==> config.mk <==
export PLATFORM = sky130hd
export DESIGN_NAME = pc_branch_unit
export DESIGN_NICKNAME = d
export VERILOG_FILES = /design/src/rtl/pc_branch_unit.sv
export SDC_FILE = /design/constraint.sdc
export NUM_CORES = 1
export LEC_CHECK = 0
export ABC_AREA = 1
export BUFFER_PORTS_ARGS = -buffer_cell sky130_fd_sc_hd__buf_4
export CAP_MARGIN = 20
export CORE_MARGIN = 5
export CORE_UTILIZATION = 59
export CTS_BUF_LIST = sky130_fd_sc_hd__clkbuf_16
export CTS_CLUSTER_DIAMETER = 30
export DETAILED_ROUTE_END_ITERATION = 8
export GPL_TIMING_DRIVEN = 0
export PLACE_DENSITY = 0.84
export SLEW_MARGIN = 15
export SYNTH_ARGS = -nofsm -noshare
export SYNTH_HDL_FRONTEND = slang
export SYNTH_SLANG_ARGS = --single-unit
==> constraint.sdc <==
create_clock -name clk -period 2.2 [get_ports clk]
set_clock_uncertainty 0.05 [all_clocks]
set_input_delay 0.11 -clock clk [delete_from_list [all_inputs] [get_ports clk]]
set_output_delay 0.11 -clock clk [all_outputs]
set_load 0.005 [all_outputs]
==> src/rtl/pc_branch_unit.sv <==
// Next-PC stage: evaluates branch conditions from held flags, owns the PC register,
// and issues a one-cycle flush to fetch/decode on every taken branch.
module pc_branch_unit #(
  parameter int                ADDR_W   = 64,
  parameter logic [ADDR_W-1:0] RESET_PC = '0
) (
  input  logic              clk,
  input  logic              reset,
  input  logic              stall,
  input  logic              br_valid,
  input  logic              uncond_br,
  input  logic              br_reg,
  input  logic              cond_br,
  input  logic              cbz,
  input  logic [3:0]        cond,
  input  logic [25:0]       imm26,
  input  logic [18:0]       imm19,
  input  logic [ADDR_W-1:0] br_pc,
  input  logic [ADDR_W-1:0] reg_target,
  input  logic              neg,
  input  logic              zero,
  input  logic              of,
  input  logic              co,
  output logic [ADDR_W-1:0] pc,
  output logic [ADDR_W-1:0] pc_plus4,
  output logic              br_taken,
  output logic              flush
);

  typedef enum logic {RUN = 1'b0, FLUSH = 1'b1} state_t;

  state_t            state_reg, state_next;
  logic [ADDR_W-1:0] pc_reg, pc_next;
  logic              br_taken_reg, br_taken_next;
  logic              flush_reg, flush_next;
  logic              br_hit;
  logic [ADDR_W-1:0] br_target;
  logic [ADDR_W-1:0] off26, off19;
  logic [7:0]        cond_base;
  logic [15:0]       cond_hit;

  // Even condition codes are the base test, odd codes its inverse (except 1111 = always).
  assign cond_base = {1'b1, ~zero & (neg == of), (neg == of), co & ~zero, of, neg, co, zero};

  generate
    for (genvar gi = 0; gi < 8; gi++) begin : g_cond
      assign cond_hit[2*gi] = cond_base[gi];
      if (gi == 7) begin : g_al
        assign cond_hit[2*gi+1] = 1'b1;
      end else begin : g_inv
        assign cond_hit[2*gi+1] = ~cond_base[gi];
      end
    end
  endgenerate

  assign off26    = {{(ADDR_W-28){imm26[25]}}, imm26, 2'b00};
  assign off19    = {{(ADDR_W-21){imm19[18]}}, imm19, 2'b00};
  assign pc_plus4 = pc_reg + ADDR_W'(4);

  // Branch inputs belong to a squashed instruction while in FLUSH.
  always_comb begin
    br_hit    = 1'b0;
    br_target = reg_target;
    if (state_reg == RUN && br_valid) begin
      if (br_reg) begin
        br_hit    = 1'b1;
        br_target = reg_target;
      end else if (uncond_br) begin
        br_hit    = 1'b1;
        br_target = br_pc + off26;
      end else if (cbz) begin
        br_hit    = zero;
        br_target = br_pc + off19;
      end else if (cond_br) begin
        br_hit    = cond_hit[cond];
        br_target = br_pc + off19;
      end
    end
  end

  always_ff @(posedge clk or negedge reset) begin
    if (!reset) begin
      state_reg <= RUN;
    end else begin
      state_reg <= state_next;
    end
  end

  always_comb begin
    state_next = state_reg;
    if (!stall) begin
      case (state_reg)
        RUN:     if (br_hit) state_next = FLUSH;
        FLUSH:   state_next = RUN;
        default: state_next = RUN;
      endcase
    end
  end

  always_comb begin
    pc_next       = pc_reg;
    br_taken_next = br_taken_reg;
    flush_next    = flush_reg;
    if (!stall) begin
      if (br_hit) begin
        pc_next       = br_target;
        br_taken_next = 1'b1;
      end else begin
        pc_next       = pc_plus4;
        br_taken_next = 1'b0;
      end
      flush_next = (state_next == FLUSH);
    end
  end

  always_ff @(posedge clk or negedge reset) begin
    if (!reset) begin
      pc_reg       <= RESET_PC;
      br_taken_reg <= 1'b0;
      flush_reg    <= 1'b0;
    end else begin
      pc_reg       <= pc_next;
      br_taken_reg <= br_taken_next;
      flush_reg    <= flush_next;
    end
  end

  assign pc       = pc_reg;
  assign br_taken = br_taken_reg;
  assign flush    = flush_reg;

endmodule
==> impl_metrics.tcl, run 1 <==
set metrics [dict create \
    syn_area_per_cell_um2 5.09 \
    grt_start_max_net_pins 68 \
    ioPinCount 319 \
    antenna_found_initial 22 \
    gr-total-overflow 16 \
    status "stopped before the end" \
    ys_seq_area_share_pct 9.76 \
    worst-ep-kind "top-level output" \
    synth_edf_count 0 \
    cts_sinks 67 \
    netlist_area_mm2 0.0172 \
    yosysWarnings 0 \
    htreeDepth 3 \
    crit_endpoint "pc_plus4[59]" \
    die_y_um 181 \
    placed_cells 4078 \
    core.rowCount 62 \
    gp_congestion 1.13 \
    dp_hpwl_um 65000 \
    die_w_um 181 \
    grt_usage_pct 80.7 \
    synth_flop_cell "dfrtp_1" \
    syn_inst 3378 \
    ys_seq_elements 67 \
    portBuffers 316 \
    root_buffer "clkbuf_16" \
    error_line "[ERROR GRT-0232] Routing congestion too high. Check the congestion heatmap in the GUI." \
    syn_nets 3692 \
    start_util_pct 59.9 \
    cts_buffers 9 \
    synthArstFlopShare_pct 100 \
    dpl_cell_area_mm2 0.0200 \
    haltStage "5_1_grt" \
    ys_types 54 \
    cts_max_path_buffers 2 \
]
metrics by stage:
stage | hold slack (ns) | setup WS (ns)
after CTS | 0.0361 | -0.185
after detailed placement | 0.209 | -0.817
after global placement | 0.201 | -0.727
after floorplan | -0.236 | 0.171
kinds of logic after synthesis:
logic type / share of synthesized area (%)
xor+xnor: 4.50
fa+ha+maj: 9.19
compound gates: 11.8
flops: 9.76
buf+inv: 15.1
simple gates: 49.7
timing repair:
| action | 4_1_cts |
|---|---|
| buffers inserted | 90 |
| setup endpoints to repair | 89 |
| pin swaps | 54 |
| hold buffers | 1 |
| hold endpoints to repair | 67 |
| gates resized for setup | 200 |
metal layers:
metal  GRT overflow  GRT usage [%]
met1              3           79.7
met2              5           91.4
met3              1           74.9
met4              7           75.3
met5              0           56.3
synthesized netlist by cell type, types with 5 or more instances:
cell      instances  area (um2)
o21ai_1           6        30.0
xnor2_1          11        96.3
dfrtp_1          67        1680
xor2_1           68         596
o211ai_1          9        67.6
inv_1           620        2330
ha_1            123        1540
inv_2             7        26.3
nor4_1            6        37.5
o21bai_1         26         195
nor2_1          366        1370
nand2_4           5        56.3
o21ai_0         107         536
nor3_1           54         270
or2_2             8        50.1
clkbuf_1         29         109
nand3b_1         10        75.1
nand2_1        1284        4820
nand3_1         239        1200
a21oi_1         206        1030
o22ai_1           6        37.5
nand2_2           6        37.5
nand4_1          32         200
buf_2            12        60.1
nor3_2            9        90.1
==> run 2: changes to the inputs <==
- CORE_UTILIZATION: 59 -> 40
- CTS_BUF_LIST: sky130_fd_sc_hd__clkbuf_16 -> default
- CTS_CLUSTER_DIAMETER: 30 -> default
- PLACE_DENSITY: 0.84 -> default
- PLACE_DENSITY_LB_ADDON: default -> 0.15
==> run 2 against run 1 <==
The flow now finishes, with violations (setup timing). Synthesized cell count stayed put. Area after synthesis unchanged.
==> impl_metrics.tcl, run 2 <==
set metrics [dict create \
    status "complete, but fails checks" \
    violations "setup timing" \
    grt_pass1_vias 21300 \
    final-seq-area_mm2 0.00173 \
    hold_path_end "pc[0]" \
    netlist.area_leader.share_pct 28.1 \
    vdd_ir_drop_max_v 0.000343 \
    netlist_area_mm2 0.0172 \
    worstHoldPathCells 3 \
    largest_reg_flops 64 \
    worstPathArrival_ns 2.24 \
    power_frac_seq_pct 17.7 \
    clockPowerShare_pct 12.3 \
    cp_slowest_cell "dfrtp_2" \
    finalSetupViolCount 45 \
    synth-compound-area-share_pct 11.8 \
    synth_mux_area_share_pct 0 \
    slew_viol_final 0 \
    rrSetupSlack_ns -0.16 \
    p_sw_mw 5.51 \
    drt-vias-per-instance 5.30 \
    cp_common_cell "nand2_1" \
    nets 4185 \
    drive_above_1_share_pct 26.1 \
    antenna_found_initial 1 \
    cts_buffers 9 \
    drt_iter0_drc 2787 \
    critical_path_class "register to primary output" \
    dpl_cell_area_mm2 0.0202 \
    synthArstFlopShare_pct 100 \
    min_from "reg_target[0]" \
    synthXorXnorAreaFrac_pct 4.50 \
    yosysWarnings 0 \
    place_ws_ns -0.728 \
    p_leak_nw 13.2 \
    portBuffers 316 \
    reg2reg_depth 14 \
    p_per_area_mw_per_mm2 456 \
    multi_input_area_mm2 0.0150 \
    p_comb_share_pct 70.0 \
    core_mm2 0.0428 \
    fmax_ghz 0.416 \
    power_mw 11.0 \
    routedWlPerCell_um 19.3 \
    insertion_delay_ns 0.34 \
    switching_share_pct 50.2 \
    yosysMostFrequentCell "nand2_1" \
    grt_start_max_net_pins 68 \
    die_area_mm2 0.0472 \
    synth_area_leaders "nand2_1, inv_1, dfrtp_1" \
    endpoint_kind "primary output" \
    synth-simple-area-share_pct 49.7 \
    cp_max_fo 4 \
    ioPinCount 319 \
    core.rowCount 76 \
    crit_chain "nand2_1 > inv_1 > nand3_1 > nor2_1 > nand2_1 > nor4_4 > xor2_2 > buf_4" \
    nFillCells 4532 \
    syn_inst 3378 \
    yosysTopAreaCell "nand2_1" \
    ys_seq_area_share_pct 9.76 \
    drtPass1Iterations 6 \
    instances_no_fill 4422 \
    final_cell_mix "nand2_1, inv_1, buf_4" \
    ys_types 54 \
    required_ns 2.04 \
    ant_nets 0 \
    rr_endpoint "pc[62]" \
    num_vias 23400 \
    clk_pin_slew_ns 0.06 \
    grt_pass1_wl_um 123000 \
    rsz0062_at_grt "true" \
    synth_flop_cell "dfrtp_1" \
    grt_usage_pct 33.6 \
    cts_max_path_buffers 2 \
    gp_congestion 1.02 \
    die_y_um 217 \
    hold_viol 0 \
    tightest_slew_ns 0.912 \
    min_period_ns 2.40 \
    fin_util_pct 56.3 \
    synth_top_family_by_area "simple AND/OR/NAND/NOR gates" \
    period_share_pct 109 \
    gr-total-overflow 0 \
    hp-class "primary input to register" \
    synth_adder_area_share_pct 9.19 \
    die_w_um 217 \
    internal_power_mw 5.47 \
    holdWs_ns 0.0333 \
    start_util_pct 40.2 \
    htreeDepth 3 \
    ys_seq_elements 67 \
    post-route-cell-area_mm2 0.0241 \
    dp_hpwl_um 71200 \
    layout_setup_ws_ns -0.204 \
    layout_commonest_cell "nand2_1" \
    start_kind "register" \
    fin_setup_tns_ns -4.16 \
    drc_errors 0 \
    root_buffer "clkbuf_16" \
    syn_to_final_growth_pct 40.2 \
    r2r-start "pc[24]" \
    maxCapViolCount 0 \
    syn_nets 3692 \
    finalWirelength_um 85300 \
    synth.top_cells.by_count "nand2_1, inv_1, nor2_1" \
    slew-limit-headroom_pct 39.2 \
    synth_edf_count 0 \
    cpPeakStageDelay_ns 0.42 \
    cts_sinks 67 \
    cts_tree "built" \
    placed_cells 4240 \
    syn_area_per_cell_um2 5.09 \
]
==> run 2: power by group through the flow <==
stage | sequential, mW | clock [mW] | combinational [mW]
2_1_floorplan | 1.81 | 0 | 3.39
3_3_place_gp | 1.95 | 0 | 5.94
3_5_place_dp | 1.95 | 0 | 5.96
4_1_cts | 1.88 | 1.35 | 6.84
5_1_grt | 1.97 | 1.40 | 8.28
6_report | 1.95 | 1.35 | 7.69
==> run 2: cell families after synthesis <==
group | after synthesis
AO/OA/AOI/OAI | 375
AND/OR/NAND/NOR | 2047
adder cells (fa/ha/maj) | 125
flip-flops | 67
buffers and inverters | 680
XOR/XNOR | 84
==> run 2: how the worst max path moves through the flow <==
stage,startpoint,end
6_report,pc[30],pc_plus4[58]
5_1_grt,pc[30],pc_plus4[58]
4_1_cts,pc[3],pc_plus4[58]
3_5_place_dp,imm19[18],pc[41]
3_3_place_gp,imm19[18],pc[41]
2_1_floorplan,imm26[0],pc[48]
==> run 2: layout make-up <==
type                    instances  share of cell area, %
flip-flops and latches         67                   7.16
well taps                     546                   2.84
repair buffers                483                   15.8
clock buffers                  12                   1.06
inverters                     630                   9.84
clock inverters                 2                 0.0519
multi-input cells            2631                   62.2
plain buffers                  49                  0.997
diodes                          2                 0.0208
==> run 2: worst max-delay path: cells and delay by family (launching register included) <==
kind	cells	cell delay (ns)
and+or+nand+nor	5	1.02
DFF	1	0.42
buffers and inverters	2	0.24
xor gates and xnor gates	1	0.22
==> run 2: layer usage <==
metal	vias to the layer above	track usage, %	share of wire [%]
li1	11500	-	-
met1	10700	45.5	42
met2	1101	55.7	45
met3	207	3.05	8.1
met4	2	12.8	4.5
met5	-	0	0.015
==> run 2: timing repair <==
item,CTS,global route
setup endpoints to repair,107,100
cloned,0,2
gates resized for setup,241,342
hold buffers,1,0
setup buffers,109,60
pin swaps,69,82
hold endpoints to repair,67,0
Power figures use the tool's default switching activity.
==> run 3: changes to the inputs <==
- ABC_AREA: 1 -> default
- CAP_MARGIN: 20 -> default
==> run 3 against run 2 <==
The flow still finishes with violations (setup timing). Critical path depth increased by 3. Clock-buffer cell count decreased by 3. First-iteration DRC count decreased by 24%. Worst setup slack got worse by 0.70 ns. Critical path type unchanged.
==> impl_metrics.tcl, run 3 <==
set metrics [dict create \
    status "complete, but fails checks" \
    violations "setup timing" \
    period_share_pct 141 \
    dp_hpwl_um 52800 \
    ys_seq_elements 67 \
    post-route-cell-area_mm2 0.0225 \
    dpl_cell_area_mm2 0.0166 \
    cpPeakStageDelay_ns 0.46 \
    crit_family "simple AND/OR/NAND/NOR gates" \
    required_ns 2.04 \
    syn_inst 1854 \
    maxCapViolCount 0 \
    drtPass1Iterations 6 \
    final_cell_mix "buf_4, nand2_1, a21oi_1" \
    start_kind "register" \
    reg2reg_depth 13 \
    drive_above_1_share_pct 48.2 \
    synth_flop_cell "dfrtp_1" \
    drt-vias-per-instance 6.43 \
    synth_edf_count 0 \
    synth.top_cells.by_count "a21oi_1, nand2_1, nor2_1" \
    synthArstFlopShare_pct 100 \
    critical_path_buf_inv_count 5 \
    syn_to_final_growth_pct 72.1 \
    portBuffers 317 \
    gr-total-overflow 0 \
    ys_types 86 \
    grt_pass1_vias 16500 \
    finalSetupViolCount 110 \
    cp_common_cell "buf_4" \
    slew_viol_final 0 \
    p_leak_nw 9.61 \
    hold_viol 0 \
    rr_endpoint "pc[57]" \
    cts_max_path_buffers 2 \
    cp_slowest_cell "dfrtp_2" \
    drc_errors 0 \
    cp_max_fo 6 \
    nFillCells 2591 \
    finalWirelength_um 72800 \
    syn_nets 2168 \
    final-seq-area_mm2 0.00172 \
    rrSetupSlack_ns -0.77 \
    slew-limit-headroom_pct 34.3 \
    endpoint_kind "primary output" \
    num_vias 18400 \
    layout_commonest_cell "buf_4" \
    htreeDepth 3 \
    ioPinCount 319 \
    hp-class "primary input to register" \
    startpoint "pc[18]" \
    critical_path_class "register to primary output" \
    place_ws_ns -1.67 \
    yosysMostFrequentCell "a21oi_1" \
    largest_reg_flops 64 \
    core.rowCount 66 \
    start_util_pct 40.3 \
    p_per_area_mw_per_mm2 542 \
    nets 2717 \
    min_from "reg_target[18]" \
    syn_area_per_cell_um2 7.04 \
    fmax_ghz 0.322 \
    clk_pin_slew_ns 0.06 \
    root_buffer "clkbuf_16" \
    yosysWarnings 0 \
    grt_start_max_net_pins 68 \
    min_period_ns 3.10 \
    crit_chain "nand4_1 > nor4_4 > buf_4 > buf_6 > nand3_4 > nor2_4 > buf_4 > buf_6 > nand4_1 > xnor2_2 > buf_4" \
    routedWlPerCell_um 25.5 \
    yosysTopAreaCell "dfrtp_1" \
    cts_buffers 9 \
    netlist.area_leader.share_pct 12.8 \
    die_area_mm2 0.0364 \
    r2r-start "pc[18]" \
    grt_usage_pct 35.4 \
    multi_input_area_mm2 0.0144 \
    synth_area_leaders "dfrtp_1, ha_1, a21oi_1" \
    cts_tree "built" \
    vdd_ir_drop_max_v 0.000471 \
    insertion_delay_ns 0.36 \
    tightest_slew_ns 0.985 \
    antenna_found_initial 5 \
    ys_seq_area_share_pct 12.8 \
    rsz0062_at_grt "true" \
    drt_iter0_drc 2106 \
    die_w_um 191 \
    core_mm2 0.0324 \
    netlist_area_mm2 0.0131 \
    die_y_um 191 \
    grt_pass1_wl_um 100000 \
    cts_sinks 67 \
    gp_congestion 1.00 \
    crit_cells 11 \
    worstPathArrival_ns 2.94 \
    cp-endpoint "pc_plus4[28]" \
    ant_nets 0 \
    layout_setup_ws_ns -0.904 \
]
[run 3: cell count changes in the layout (fill, tap and decap cells not counted), sizes merged, moves of 27 or more]
cell / delta
a21o: +79
a31oi: +27
buf: +77
clkbuf: +31
inv: -576
nand2: -1097
nand3: -187
nor2: -227
o21ai: +33
xnor2: +83
[run 3: per-layer routing]
| layer | part of all wire [%] | global-route usage, % |
|---|---|---|
| met5 | 0 | 0 |
| met4 | 5.3 | 12.7 |
| met3 | 11 | 5.93 |
| met2 | 44 | 55.3 |
| met1 | 40 | 49.3 |
[run 3: cell type report]
type                            count  share of cell area [%]
Buffer                             83                    2.23
Sequential cell                    67                    7.64
Clock inverter                      7                   0.551
Clock buffer                        9                    1.00
Tap cell                          442                    2.46
Inverter                           50                   0.835
Antenna cell                        5                  0.0557
Multi-Input combinational cell   1627                    64.2
Timing Repair Buffer              565                    21.0
[run 3: stage by stage]
| stage | setup TNS (ns) | power, mW | cells | hold slack, ns | utilization (%) |
|---|---|---|---|---|---|
| finish | -55.29 | 12.2 | 2855 | 0.00565 | 69.4 |
| floorplan | -8.49 | 5.24 | 1854 | -0.236 | - |
| detailed placement | -78.78 | 7.96 | 2613 | 0.248 | 51.4 |
| CTS | -32.03 | 11.0 | 2763 | 0.00994 | 63.0 |
| global route | -57.53 | 12.7 | 2854 | 0.0257 | 69.4 |
| global placement | -76.87 | 7.89 | 2613 | 0.242 | 51.4 |
[run 3: tightest hold or removal path: stages]
cell	delay (ns)
buf_4	0.09
o221ai_2	0.10
o311ai_1	0.08
[run 3: kinds of logic (layout without fill, tap and decap cells)]
logic type | after synthesis | count (layout) | synth area share, %
adders and majority gates | 125 | 125 | 12.1
and+or+nand+nor | 598 | 598 | 22.1
other | 0 | 5 | 0
buffers and inverters | 160 | 714 | 4.83
AOI/OAI and AO/OA | 730 | 730 | 36.2
xor gates and xnor gates | 162 | 162 | 10.9
muxes | 12 | 12 | 1.04
DFF | 67 | 67 | 12.8
[run 3: timing repair]
| action | CTS | global route |
|---|---|---|
| setup buffers | 148 | 108 |
| setup endpoints to repair | 118 | 118 |
| pin swaps | 198 | 200 |
| endpoints found under the hold margin | 69 | 0 |
| resized for setup | 489 | 300 |
| hold buffers | 5 | 0 |
| gates cloned | 2 | 1 |
[run 3: worst min-delay path by stage]
stage / end / cells past startpoint
floorplan: br_taken / 0
global placement: pc[13] / 1
detailed placement: pc[6] / 1
CTS: pc[20] / 3
global route: pc[18] / 3
finish: pc[18] / 3
[run 3: power by group]
part / switching, mW / leakage, nW / total (mW) / internal, mW
Combinational: 4.28 / 8.68 / 8.14 / 3.87
Sequential: 0.691 / 0.764 / 2.27 / 1.58
Clock: 0.658 / 0.166 / 1.77 / 1.12
Total: 5.63 / 9.61 / 12.2 / 6.56
